[src/rtl/addsub_pkg.sv]
// Shared types and constants for the digit-serial adder/subtractor.
package addsub_pkg;

  typedef enum logic [1:0] {
    IDLE = 2'd0,
    RUN  = 2'd1,
    DONE = 2'd2
  } state_t;

  localparam int FLAG_COUT = 0;
  localparam int FLAG_OVF  = 1;
  localparam int FLAG_ZERO = 2;
  localparam int NFLAGS    = 3;

endpackage

[src/rtl/addsub_digit.sv]
// Combinational DIGIT-bit ripple slice; also exposes the carry into its top bit for overflow.
module addsub_digit #(
  parameter int DIGIT = 4
) (
  input  logic [DIGIT-1:0] a,
  input  logic [DIGIT-1:0] b,
  input  logic             cin,
  output logic [DIGIT-1:0] sum,
  output logic             cout,
  output logic             c_msb
);

  always_comb begin
    logic c;
    c     = cin;
    sum   = '0;
    c_msb = cin;
    for (int i = 0; i < DIGIT; i++) begin
      if (i == DIGIT - 1) c_msb = c;
      sum[i] = a[i] ^ b[i] ^ c;
      c      = (a[i] & b[i]) | (c & (a[i] ^ b[i]));
    end
    cout = c;
  end

endmodule

[src/rtl/addsub_serial.sv]
// Digit-serial two's-complement add/sub with accumulate, flags and valid/ready handshakes.
module addsub_serial
  import addsub_pkg::*;
#(
  parameter int WIDTH = 16,
  parameter int DIGIT = 4
) (
  input  logic             clk,
  input  logic             rst_n,
  input  logic             in_valid,
  output logic             in_ready,
  input  logic [WIDTH-1:0] a,
  input  logic [WIDTH-1:0] b,
  input  logic             sub,
  input  logic             acc,
  output logic             out_valid,
  input  logic             out_ready,
  output logic [WIDTH-1:0] result,
  output logic             cout,
  output logic             ovf,
  output logic             zero
);

  localparam int NDIG = WIDTH / DIGIT;
  localparam int CW   = (NDIG > 1) ? $clog2(NDIG) : 1;
  localparam logic [CW-1:0] LAST = CW'(NDIG - 1);

  if ((DIGIT < 1) || (DIGIT > WIDTH) || ((WIDTH % DIGIT) != 0)) begin : g_bad_params
    $error("addsub_serial: WIDTH must be a positive multiple of DIGIT");
  end

  state_t              state_q, state_d;
  logic [WIDTH-1:0]    opa_q, opb_q, res_q, res_d;
  logic                carry_q;
  logic [CW-1:0]       cnt_q;
  logic [NFLAGS-1:0]   flags_q;
  logic [DIGIT-1:0]    dsum;
  logic                dcout, dcmsb;
  logic                accept, last;

  assign accept    = in_valid && in_ready;
  assign last      = (cnt_q == LAST);
  assign in_ready  = (state_q == IDLE);
  assign out_valid = (state_q == DONE);
  assign result    = res_q;
  assign cout      = flags_q[FLAG_COUT];
  assign ovf       = flags_q[FLAG_OVF];
  assign zero      = flags_q[FLAG_ZERO];

  addsub_digit #(.DIGIT(DIGIT)) u_digit (
    .a     (opa_q[cnt_q*DIGIT +: DIGIT]),
    .b     (opb_q[cnt_q*DIGIT +: DIGIT]),
    .cin   (carry_q),
    .sum   (dsum),
    .cout  (dcout),
    .c_msb (dcmsb)
  );

  always_comb begin
    state_d = state_q;
    case (state_q)
      IDLE:    if (accept) state_d = RUN;
      RUN:     if (last) state_d = DONE;
      DONE:    if (out_ready) state_d = IDLE;
      default: state_d = IDLE;
    endcase
  end

  // Full result as it will stand after this cycle's digit is written; zero flag uses it on the last digit.
  always_comb begin
    res_d = res_q;
    res_d[cnt_q*DIGIT +: DIGIT] = dsum;
  end

  always_ff @(posedge clk or negedge rst_n) begin
    if (!rst_n) begin
      state_q <= IDLE;
      opa_q   <= '0;
      opb_q   <= '0;
      res_q   <= '0;
      carry_q <= 1'b0;
      cnt_q   <= '0;
      flags_q <= '0;
    end else begin
      state_q <= state_d;
      case (state_q)
        IDLE: if (accept) begin
          opa_q   <= acc ? res_q : a;
          opb_q   <= b ^ {WIDTH{sub}};
          carry_q <= sub;
          cnt_q   <= '0;
        end
        RUN: begin
          res_q   <= res_d;
          carry_q <= dcout;
          if (last) begin
            flags_q[FLAG_COUT] <= dcout;
            flags_q[FLAG_OVF]  <= dcmsb ^ dcout;
            flags_q[FLAG_ZERO] <= (res_d == '0);
          end else begin
            cnt_q <= cnt_q + 1'b1;
          end
        end
        default: ;
      endcase
    end
  end

endmodule

[config.mk]
export PLATFORM = sky130hd
export DESIGN_NAME = addsub_serial
export DESIGN_NICKNAME = d
export VERILOG_FILES = /design/src/rtl/addsub_pkg.sv /design/src/rtl/addsub_digit.sv /design/src/rtl/addsub_serial.sv
export SDC_FILE = /design/constraint.sdc
export NUM_CORES = 1
export LEC_CHECK = 0
export CORE_UTILIZATION = 33
export DETAILED_ROUTE_END_ITERATION = 6
export PLACE_DENSITY_LB_ADDON = 0.08
export RECOVER_POWER = 100
export REMOVE_ABC_BUFFERS = 1
export SYNTH_ARGS = -nofsm -noshare
export SYNTH_HDL_FRONTEND = slang
export SYNTH_SLANG_ARGS = --single-unit
[constraint.sdc]
create_clock -name clk -period 3.8 [get_ports clk]
set_input_delay 0.38 -clock clk [delete_from_list [all_inputs] [get_ports clk]]
set_output_delay 0.38 -clock clk [all_outputs]
set_load 0.05 [all_outputs]
==> results of run 1 <==
==> state kept, by name, indices dropped and copies added, names as in the netlist <==
register	cells
opb_q	16
state_q	2
opa_q	16
flags_q	3
carry_q	1
cnt_q	2
result	16
==> stage by stage <==
stage,hold WS (ps),instances
6_report,420,460
2_1_floorplan,84.4,282
3_5_place_dp,445,452
5_1_grt,553,460
4_1_cts,102,460
3_3_place_gp,445,452
==> kinds of logic after synthesis <==
group | after synthesis
compound gates | 68
fa+ha+maj | 10
flops | 56
simple gates | 91
buf+inv | 32
xor+xnor | 17
mux | 25
==> routing by layer <==
| layer | track usage | part of all wire | vias to the layer above |
|---|---|---|---|
| met4 | 0.0620 | 0.025 | 0 |
| met2 | 0.254 | 0.45 | 68 |
| li1 | - | - | 1128 |
| met1 | 0.218 | 0.48 | 1088 |
| met5 | 0 | 0 | - |
| met3 | 0.0309 | 0.049 | 10 |
==> worst max-delay path by stage <==
stage / cells past startpoint / start / endpoint
global route: 12 / cnt_q[0] / flags_q[2]
detailed placement: 12 / cnt_q[0] / flags_q[2]
global placement: 12 / cnt_q[0] / flags_q[2]
CTS: 12 / cnt_q[0] / flags_q[2]
floorplan: 12 / cnt_q[0] / flags_q[2]
finish: 12 / cnt_q[0] / flags_q[2]
==> report_power, final <==
| part | leakage (nW) | switching, mW | internal (mW) |
|---|---|---|---|
| registers | 0.678 | 0.213 | 0.865 |
| logic | 0.897 | 1.20 | 0.782 |
| clock network | 0.0424 | 0.191 | 0.132 |
| total | 1.62 | 1.60 | 1.78 |
==> critical path, stage by stage (launching register included) <==
cell	delay, ps
dfrtp_1	510
mux4_2	390
inv_1	50
fa_1	370
inv_1	70
fa_1	150
inv_1	50
fa_1	410
fa_1	550
nor2_1	90
a31oi_1	220
nand2_1	80
o41ai_1	350
==> layout by cell type (no fill, tap or decap), drive strengths merged <==
cell	instances
a221oi	1
and2	2
nor2b	9
clkdlybuf4s50	36
fa	4
a21oi	35
inv	15
nand4	1
nor3	3
nor2	40
mux2i	16
nand4b	1
nand2	26
clkinv	1
nand3	2
buf	2
nand2b	2
dfrtp	56
dlygate4sd3	21
xnor2	17
mux4	8
and3	1
a211oi	1
ha	6
and2b	3
o21ai	20
a32o	1
a31oi	9
mux2	1
and4	1
o41ai	1
clkbuf	10
==> final cells by class <==
type	count	area share
Multi-Input combinational cell	211	0.387
Sequential cell	56	0.377
Timing Repair Buffer	62	0.161
Tap cell	108	0.0364
Clock buffer	7	0.0206
Inverter	15	0.0152
Clock inverter	1	0.00236
==> metrics.yaml, run 1 <==
syn_area_per_cell_um2: 9.98
start_util: 0.342
fp.dieArea_um2: 9430
ys_seq_area_frac: 0.470
crit_path_end_kind: "register"
leakage_nw: 1.62
yosys.area.top_type_share: 0.470
drive_above_1_share: 0.0625
synth_compound_area_frac: 0.125
insertedDiodeCount: 0
reg2reg_slack_ps: 390
die_y_um: 97.1
place_ws_ps: 462
power_mw: 3.38
slew_headroom: -0.422
rows: 34
fin_area_um2: 3710
cts_sinks: 56
maxCapViolCount: 3
crit_arrival_ps: 3610
synth_mux_area_frac: 0.118
cp_data_required_time_ps: 4000
period_needed_ps: 3410
antenna_found_initial: 0
ctsHoldBuffers: 0
cts-root-buf: "clkbuf_8"
syn_area_um2: 2980
yosysMostFrequentCell: "dfrtp_1"
cts_buffer_depth: 2
synth-simple-area-share: 0.140
postCtsSetupBuffers: 0
totalWireLength_mm: 7.08
wl_per_cell_um: 15.4
drc: 0
num_vias: 2294
placed_area_um2: 3650
failed_checks: "max-capacitance violations, max-slew violations"
synth_edf_count: 0
synth-main-ff-cell: "dfrtp_1"
synth.distinct_cells: 34
gr-total-overflow: 0
layout.nets: 399
setup_slack_ps: 386
path_clk_slew_ps: 100
min_period_over_period: 0.899
peakVddDrop_uv: 332
clk_latency_ps: 310
fin_setup_tns_ps: 0
core_area_um2: 8720
critPathKind: "reg2reg"
dp_hpwl_mm: 5.38
cts_tree: "done"
multiInputGateArea_um2: 1440
yosys_warnings: 0
crit_fanout: 7
num_io_pins: 59
drtIter0Drc: 66
htreeDepth: 2
synth_xor_area_frac: 0.0499
r2r_start: "cnt_q[0]"
vias_per_cell: 4.99
hold_viol_final: 0
cts_buffers: 5
synthAdderAreaFrac: 0.0520
fin_util: 0.426
grt_setup_unrepaired: "no"
drt_first_pass_iters: 4
synth_area_leaders: "dfrtp_1, mux4_2, a21oi_1"
postSynthCellCount: 299
grt_util_all_layers: 0.160
fill_cells: 884
max_freq_mhz: 293
holdCritPathClass: "in2async"
seqCellArea_um2: 1400
place.gp.congestion: 0.805
maxSlewViolCount: 104
synth_top_family_by_area: "simple AND/OR/NAND/NOR gates"
grt_pass1_wl_mm: 12.1
ant_nets: 0
die_w_um: 97.1
yosys-top-cells-count: "dfrtp_1, nor2_1, a21oi_1"
tightest_slew_ps: 2130
ys_ff_latch: 56
cp-start-kind: "register"
io_buffers: 58
grt_pass1_vias: 2369
yosysTopAreaCell: "dfrtp_1"
cts_resized: 0
finClkSkew_ps: 5.65
r2r_cells: 12
finalSetupViolCount: 0
power_density_nw_per_um2: 910
area_delta_synth_final_pct: 24.4
worstReg2RegEnd: "flags_q[2]"
synthArstFlopShare: 1.00
outcome: "complete, but fails checks"
grt_max_degree: 45
No activity file was read; power rests on OpenSTA's default activity.
==> inputs of run 2 (changes only) <==
- CTS_CLUSTER_SIZE: not set -> 16
==> results of run 2 <==
Final layout, timing and power as in run 1 (identical DEF).
